**src/rtl/cpu16_io_port.sv**
```systemverilog
// CPU-side I/O port: RX and TX FIFOs between the CPU IN/OUT states and external
// valid/ready handshakes, with a small control FSM stalling the CPU when needed.
//
// state    | meaning
// IDLE     | no CPU request outstanding; IN/OUT serviced immediately when possible
// WAIT_IN  | CPU IN stalled until the RX FIFO holds a word
// WAIT_OUT | CPU OUT stalled with its word in the pending register until TX has room
module cpu16_io_port #(
  parameter int WIDTH = 16,
  parameter int DEPTH = 4
) (
  input  logic                     clock,
  input  logic                     reset,
  input  logic                     cpu_in_req,
  output logic [WIDTH-1:0]         cpu_in_data,
  output logic                     cpu_in_valid,
  input  logic                     cpu_out_req,
  input  logic [WIDTH-1:0]         cpu_out_data,
  output logic                     cpu_busy,
  input  logic                     ext_rx_valid,
  input  logic [WIDTH-1:0]         ext_rx_data,
  output logic                     ext_rx_ready,
  output logic                     ext_tx_valid,
  output logic [WIDTH-1:0]         ext_tx_data,
  input  logic                     ext_tx_ready,
  output logic [$clog2(DEPTH):0]   rx_count,
  output logic [$clog2(DEPTH):0]   tx_count,
  output logic                     protocol_err
);
  localparam int AW = $clog2(DEPTH);
  localparam logic [AW:0] FULL = DEPTH[AW:0];

  typedef enum logic [1:0] {IDLE, WAIT_IN, WAIT_OUT} state_t;

  state_t state, state_nxt;

  logic [WIDTH-1:0] rx_mem [DEPTH];
  logic [WIDTH-1:0] tx_mem [DEPTH];
  logic [AW-1:0]    rx_wr, rx_rd, tx_wr, tx_rd;
  logic [WIDTH-1:0] pend_data, tx_wdata;
  logic             rx_push, rx_pop, tx_push, tx_pop;
  logic             pend_load, err_set;

  assign ext_rx_ready = (rx_count != FULL);
  assign ext_tx_valid = (tx_count != '0);
  assign ext_tx_data  = tx_mem[tx_rd];
  assign cpu_busy     = (state != IDLE);
  assign rx_push      = ext_rx_valid && ext_rx_ready;
  assign tx_pop       = ext_tx_valid && ext_tx_ready;

  // Decisions use registered counts, so a word entering an empty RX FIFO is never
  // popped on the same edge and a full TX FIFO stalls even if it drains that edge.
  always_comb begin
    state_nxt = state;
    rx_pop    = 1'b0;
    tx_push   = 1'b0;
    tx_wdata  = cpu_out_data;
    pend_load = 1'b0;
    err_set   = 1'b0;
    case (state)
      IDLE: begin
        if (cpu_in_req) begin
          err_set = cpu_out_req;
          if (rx_count != '0) rx_pop = 1'b1;
          else                state_nxt = WAIT_IN;
        end else if (cpu_out_req) begin
          if (tx_count != FULL) begin
            tx_push = 1'b1;
          end else begin
            pend_load = 1'b1;
            state_nxt = WAIT_OUT;
          end
        end
      end
      WAIT_IN: begin
        err_set = cpu_in_req || cpu_out_req;
        if (rx_count != '0) begin
          rx_pop    = 1'b1;
          state_nxt = IDLE;
        end
      end
      WAIT_OUT: begin
        err_set  = cpu_in_req || cpu_out_req;
        tx_wdata = pend_data;
        if (tx_count != FULL) begin
          tx_push   = 1'b1;
          state_nxt = IDLE;
        end
      end
      default: state_nxt = IDLE;
    endcase
  end

  always_ff @(posedge clock or posedge reset) begin
    if (reset) begin
      state        <= IDLE;
      rx_wr        <= '0;
      rx_rd        <= '0;
      tx_wr        <= '0;
      tx_rd        <= '0;
      rx_count     <= '0;
      tx_count     <= '0;
      cpu_in_data  <= '0;
      cpu_in_valid <= 1'b0;
      pend_data    <= '0;
      protocol_err <= 1'b0;
    end else begin
      state        <= state_nxt;
      cpu_in_valid <= rx_pop;
      if (rx_pop)    cpu_in_data <= rx_mem[rx_rd];
      if (pend_load) pend_data   <= cpu_out_data;
      if (err_set)   protocol_err <= 1'b1;
      if (rx_push)   rx_wr <= rx_wr + 1'b1;
      if (rx_pop)    rx_rd <= rx_rd + 1'b1;
      if (tx_push)   tx_wr <= tx_wr + 1'b1;
      if (tx_pop)    tx_rd <= tx_rd + 1'b1;
      case ({rx_push, rx_pop})
        2'b10:   rx_count <= rx_count + 1'b1;
        2'b01:   rx_count <= rx_count - 1'b1;
        default: rx_count <= rx_count;
      endcase
      case ({tx_push, tx_pop})
        2'b10:   tx_count <= tx_count + 1'b1;
        2'b01:   tx_count <= tx_count - 1'b1;
        default: tx_count <= tx_count;
      endcase
    end
  end

  // Storage needs no reset: counts gate every read of stale entries.
  always_ff @(posedge clock) begin
    if (rx_push) rx_mem[rx_wr] <= ext_rx_data;
    if (tx_push) tx_mem[tx_wr] <= tx_wdata;
  end

endmodule

```
**config.mk**
```make
export PLATFORM = sky130hd
export DESIGN_NAME = cpu16_io_port
export DESIGN_NICKNAME = d
export VERILOG_FILES = /design/src/rtl/cpu16_io_port.sv
export SDC_FILE = /design/constraint.sdc
export NUM_CORES = 1
export LEC_CHECK = 0
export CORE_UTILIZATION = 60
export CTS_CLUSTER_SIZE = 40
export DETAILED_ROUTE_END_ITERATION = 6
export GPL_ROUTABILITY_DRIVEN = 0
export PLACE_DENSITY_LB_ADDON = 0.15
export SLEW_MARGIN = 20
export SYNTH_ARGS = -nofsm -noshare
export SYNTH_HDL_FRONTEND = slang
export SYNTH_SLANG_ARGS = --single-unit
```
**constraint.sdc**
```tcl
create_clock -name clock -period 4.5 [get_ports clock]
set_clock_uncertainty 0.15 [all_clocks]
set_input_delay 0.9 -clock clock [delete_from_list [all_inputs] [get_ports clock]]
set_output_delay 0.9 -clock clock [all_outputs]
set_load 0.02 [all_outputs]
```
Yosys cells after proc, flatten, opt, wreduce, memory -nomap -nowiden
Memories as Yosys holds them, arrays and structs flattened. A register that Yosys moved wholly into a read port is not among the register bits.
Index checks and enable logic that the tools add are counted.
{ "classes": {"n_addsub": 8, "multipliers": 0, "n_div": 0, "n_lt_le_gt_ge": 0, "eq_ne": 13, "shift": 0, "mux": 27, "bitwise": 0, "reduce_logical": 11} }
{ "ops": {"columns": ["operator", "count"], "rows": [
  ["$mux 16", 1],
  ["$ne 3x3->1 const B", 5],
  ["$mux 1", 14],
  ["$mux 2", 6],
  ["$pmux 3 s2", 2],
  ["$add 2x1->2 const B", 4],
  ["$add 3x1->3 const B", 2],
  ["$eq 2x1->1 const B", 3],
  ["$eq 2x2->1 const B", 3],
  ["$pmux 1 s2", 3],
  ["$pmux 2 s3", 1],
  ["$reduce_bool 2->1", 3],
  ["$reduce_bool 3->1", 2],
  ["$sub 3x1->3 const B", 2],
  ["$reduce_and 5->1", 1],
  ["$ne 2x2->1 const B", 2],
  ["$logic_and 1x1->1", 2],
  ["$logic_not 2->1", 1],
  ["$reduce_or 2->1", 1],
  ["$logic_or 1x1->1", 1]
]} }
{ "totals": {"register_bits": 34, "latchBits": 0, "mem_bits_rw": 128, "rom_bits": 0, "in_bits": 38, "out_inout_bits": 43, "elab_cells": 71, "n_memories": 2} }
{ "mem_list": {"columns": ["name", "words", "width", "read_ports", "rd_ports_with_merged_regs", "write_ports", "line", "source"], "rows": [
  ["rx_mem", 4, 16, 1, 1, 1, "37", "logic [WIDTH-1:0] rx_mem [DEPTH];"],
  ["tx_mem", 4, 16, 1, 0, 1, "38", "logic [WIDTH-1:0] tx_mem [DEPTH];"]
]} }

Longest topological paths before layout
{ "depth": {"word_depth": 7, "ltp_mapped": 12, "depth_no_buf": 11} }

Worst setup path after synthesis
Ideal clock, no wire load.
{ "synth_path": {"path_kind": "input port to flip-flop", "from": "in cpu_in_req", "to": "reg rx_count[2]", "setup_time_ns": 0.080, "t_arrival_ns": 2.381, "required_ns": 4.270, "slack_ns": 1.889, "path_stages": 9, "path_buffers": 1, "path_cell_list": "a21oi_1 > nor2_4 > buf_4 > ha_1 > inv_1 > fa_1 > xor2_1 > nor2_1 > xor2_1"} }
{ "synth_between": {"elab_chain_cells": 4, "word_cells_on_any_way": 6, "classes_between": "eq/ne (2); mux (3); reduce/logical (1)"} }
{ "synth_lines": {"columns": ["element", "line", "source"], "rows": [
  ["start, declared", "14", "input logic cpu_in_req,"],
  ["$mux 1 (*)", "62", "if (cpu_in_req) begin"],
  ["$pmux 1 s2 (*)", "60", "case (state)"],
  ["via rx_pop", "41", "logic rx_push, rx_pop, tx_push, tx_pop;"],
  ["$eq 2x1->1 / $eq 2x2->1 (equally long branches)", "117", "case ({rx_push, rx_pop})"],
  ["$pmux 3 s2 / $reduce_bool 2->1 (equally long branches)", null, null],
  ["end signal, assigned", "118", "2'b10: rx_count <= rx_count + 1'b1;"],
  ["end signal, assigned", "119", "2'b01: rx_count <= rx_count - 1'b1;"],
  ["end signal, assigned", "120", "default: rx_count <= rx_count;"],
  ["end, declared", "26", "output logic [$clog2(DEPTH):0] rx_count,"]
]} }
Mark *: on every way through the listed nets, which the timed path passes. The rest lies on a longest branch.
A chain may end at the register's enable or synchronous reset.

Worst setup path in the final report
{ "layout_path": {"from": "reg tx_rd[0]", "to": "out ext_tx_data[2]"} }
{ "layout_between": {"elab_chain_cells": 1} }
{ "layout_lines": {"columns": ["element", "line", "source"], "rows": [
  ["start, declared", "39", "logic [AW-1:0] rx_wr, rx_rd, tx_wr, tx_rd;"],
  ["start signal, assigned", "116", "if (tx_pop) tx_rd <= tx_rd + 1'b1;"],
  ["$mem_v2 4x16", null, null],
  ["end, declared", "24", "output logic [WIDTH-1:0] ext_tx_data,"]
]} }
Every way passes these cells.

==> reports/metrics.csv <==
stage,metric,value,unit
finish,final_cells,604,
synthesis,yosys.cell_count.top_type,edfxtp_1,
synthesis,synth-warning-count,0,
clock_tree,post_cts_hold_buffer_count,0,
finish,area.growth.synth_to_final,21.2,%
worst_hold_path,whs_path_depth,1,
timing,final-hold-violation-count,0,
clock_tree,cts_root_buf,clkbuf_16,
synthesis,synth_seq_area_share,71.1,%
place,port_buffers,80,
floorplanning,std_cell_core_area,11500,um^2
finish,final_nets,502,
floorplanning,die-width,111,um
critical_path,critical_path_required,3.45,ns
clock_tree,post-cts-setup-buffers,0,
timing,worst_pin_slew,0.911,ns
finish,fraction_of_layout_instances_using_a_drive_strength_above_1,26.7,%
route,drt.antenna.violating_nets,0,
worst_hold_path,holdCritPathClass,register to register,
synthesis,edff_count_synth,128,
critical_path,worst-r2r-cell-count,11,
pwr,power.density_cell_area,693,nW/um^2
route,number_of_vias_in_the_routed_layout,3497,
pwr,worst_ir_drop_vdd,472,uV
clock_tree,cts_inserted_buffers,17,
grt,track_usage,22.8,%
grt,globalRoute.totalOverflow,0,
timing,setup_total_negative_slack,0,ns
run_status,failed_checks,DRC,
synthesis,syn-cell-area,7160,um^2
critical_path,worstPathBufferInverterCount,2,
route,drc,8,
grt,grt_first_pass_wirelength,20400,um
place,hpwl,7900,um
timing,final.min_clock_period,3.61,ns
floorplanning,fp-row-count,39,
pwr,post-layout-total-power,6020,uW
critical_path,timing.critical_path.slowest_stage_cell,dfrtp_1,
pwr,p_leak,0.00319,uW
route,drt_iter0_markers,160,
timing,setup_violations,0,
route,wl,12600,um
synthesis,synth_cell_types,31,
clock_tree,clk_path_buf_depth,2,
timing,slew-limit-headroom,39.3,%
run_status,status,"complete, but fails checks",
place,placed_cells,572,
clock_tree,count_of_clock_tree_sinks,178,
clock_tree,tritoncts,done,
route,route.detailed.wl_per_inst,20.9,um
route,detail_route.first_pass.iterations,7,
grt,number_of_global_route_vias_before_repair,3925,
synthesis,ys_dominant_reg_cell,edfxtp_1,
synthesis,synthArstFlopShare,28.1,%
synthesis,synth_area_leader_cell,edfxtp_1,
critical_path,critical_setup_path_class,register to primary output,
route,drt-vias-per-instance,5.79,
critical_path,timing.critical_path.max_delay_family,buffers and inverters,
critical_path,critical-path-max-stage-delay,0.69,ns
synthesis,netlist_instances,357,
critical_path,worst_ep_arrival_time,2.56,ns
clock_tree,cts.reportedPaths.clkPinSlew,0.07,ns
timing,finalMaxSlewViolations,0,
critical_path,worst-path-stages,3,
synthesis,synth_area_per_cell,20.1,um^2
synthesis,register_bit_count_reported_by_yosys,178,
clock_tree,clock_tree.htree_level_count,4,
synthesis,syn_nets,411,
critical_path,critical_path.max_fanout,10,
critical_path,path_cells,"buf_4, mux4_2, clkdlybuf4s50_1",
synthesis,synth_largest_type_area_fraction,53.7,%
timing,fmax,277,MHz
timing,layout_worst_path_cycle_share,80.3,%
critical_path,worst_setup_path_end_kind,primary output,
finish,antenna-diode-count,0,
job,maxCapViolations,0,
clock_tree,clock_insertion_delay_worst_skew,0.43,ns
floorplanning,chipHeight,111,um
synthesis,post_synth_main_area_contributors,"edfxtp_1, dfrtp_1, mux4_2",
floorplanning,effective_utilization_at_floorplan,62.2,%
timing,setup_repair_after_global_routing_missed_its_margin,no,
floorplanning,die_area,12400,um^2
critical_path,timing.critical_path.from_type,register,
grt,grt_antenna_before_repair,0,
clock_tree,cts_resized,0,
synthesis,synth_commonest_cells,"edfxtp_1, dfrtp_1, mux2_2",
grt,grt_start_max_net_pins,34,
floorplanning,io_pins,81,
==> layout by cell type, fill, tap and decap left out, types with 7 or more instances in the layout <==
cell / count
inv_1: 17
ha_1: 14
mux4_2: 32
clkbuf_16: 17
dfrtp_1: 49
edfxtp_1: 128
clkdlybuf4s50_1: 80
and2_1: 7
mux2_2: 41
mux2_4: 10
==> per-layer routing <==
| layer | wire length [um] | track usage [%] |
|---|---|---|
| met2 | 6770 | 39.5 |
| met3 | 539 | 6.40 |
| met1 | 5060 | 26.7 |
| met4 | 216 | 9.73 |
| met5 | 0 | 0 |
==> area by class of cell <==
| class | count | area (um^2) |
|---|---|---|
| well taps | 143 | 179 |
| clock inverters | 13 | 150 |
| clock buffers | 19 | 443 |
| flip-flops and latches | 178 | 5100 |
| repair buffers | 84 | 831 |
| multi-input cells | 149 | 1920 |
| fillers | 690 | 2830 |
| inverters | 18 | 67.6 |
==> cells by family (layout without fill, tap and decap cells) <==
| family | count (synthesis) | after routing | share of synthesized area, % |
|---|---|---|---|
| buffers and inverters | 30 | 134 | 2.10 |
| and+or+nand+nor | 26 | 26 | 2.50 |
| adders and majority gates | 16 | 16 | 3.00 |
| DFF | 178 | 178 | 71.1 |
| xor gates and xnor gates | 12 | 12 | 1.47 |
| AOI/OAI and AO/OA | 9 | 9 | 0.803 |
| muxes | 86 | 86 | 19.0 |
==> worst paths after layout <==
check | from | to | slack (ns)
min in group asynchronous | reset | rx_count[1]$_DFFE_PP0P_ | 0.78
worst max-delay path | tx_rd[0]$_DFFE_PP0P_ | ext_tx_data[2] | 0.89
worst min-delay path | protocol_err$_DFFE_PP0P_ | protocol_err$_DFFE_PP0P_ | 0.34
max in group asynchronous | reset | rx_rd[0]$_DFFE_PP0P_ | 2.64
worst min register to register | protocol_err$_DFFE_PP0P_ | protocol_err$_DFFE_PP0P_ | 0.34
worst max register to register | state[1]$_DFFE_PP0P_ | rx_count[2]$_DFFE_PP0P_ | 1.73
==> sequential cells by signal, summed over array words and instances, names as in the netlist, 3 cells and up <==
name,cells
cpu_in_data,16
pend_data,16
rx_count,3
rx_mem,64
tx_count,3
tx_mem,64
==> worst reg2reg max path, delay by kind of cell (launching register included) <==
kind,cells,cell delay (ns)
AO/OA/AOI/OAI,1,0.16
XOR/XNOR,2,0.32
adder cells (fa/ha/maj),3,0.95
buffers and inverters,3,0.48
flip-flops,1,0.42
AND/OR/NAND/NOR,2,0.21
==> power by group <==
group | total [uW] | internal, uW | switching [uW]
Combinational | 2010 | 1090 | 920
Clock | 1470 | 843 | 628
Sequential | 2550 | 2220 | 329
==> metrics by stage <==
stage | setup slack (ns) | hold WS (ns) | utilization [%] | cell area (um^2)
2_1_floorplan | 1.89 | 0.324 | - | 7160
3_3_place_gp | 1.31 | 0.315 | 70.3 | 8090
3_5_place_dp | 1.16 | 0.323 | 70.3 | 8090
4_1_cts | 0.811 | 0.338 | 75.4 | 8680
5_1_grt | 0.735 | 0.366 | 75.4 | 8690
6_report | 0.886 | 0.336 | 75.4 | 8690
Note: power is estimated with default switching activity, not from simulation.
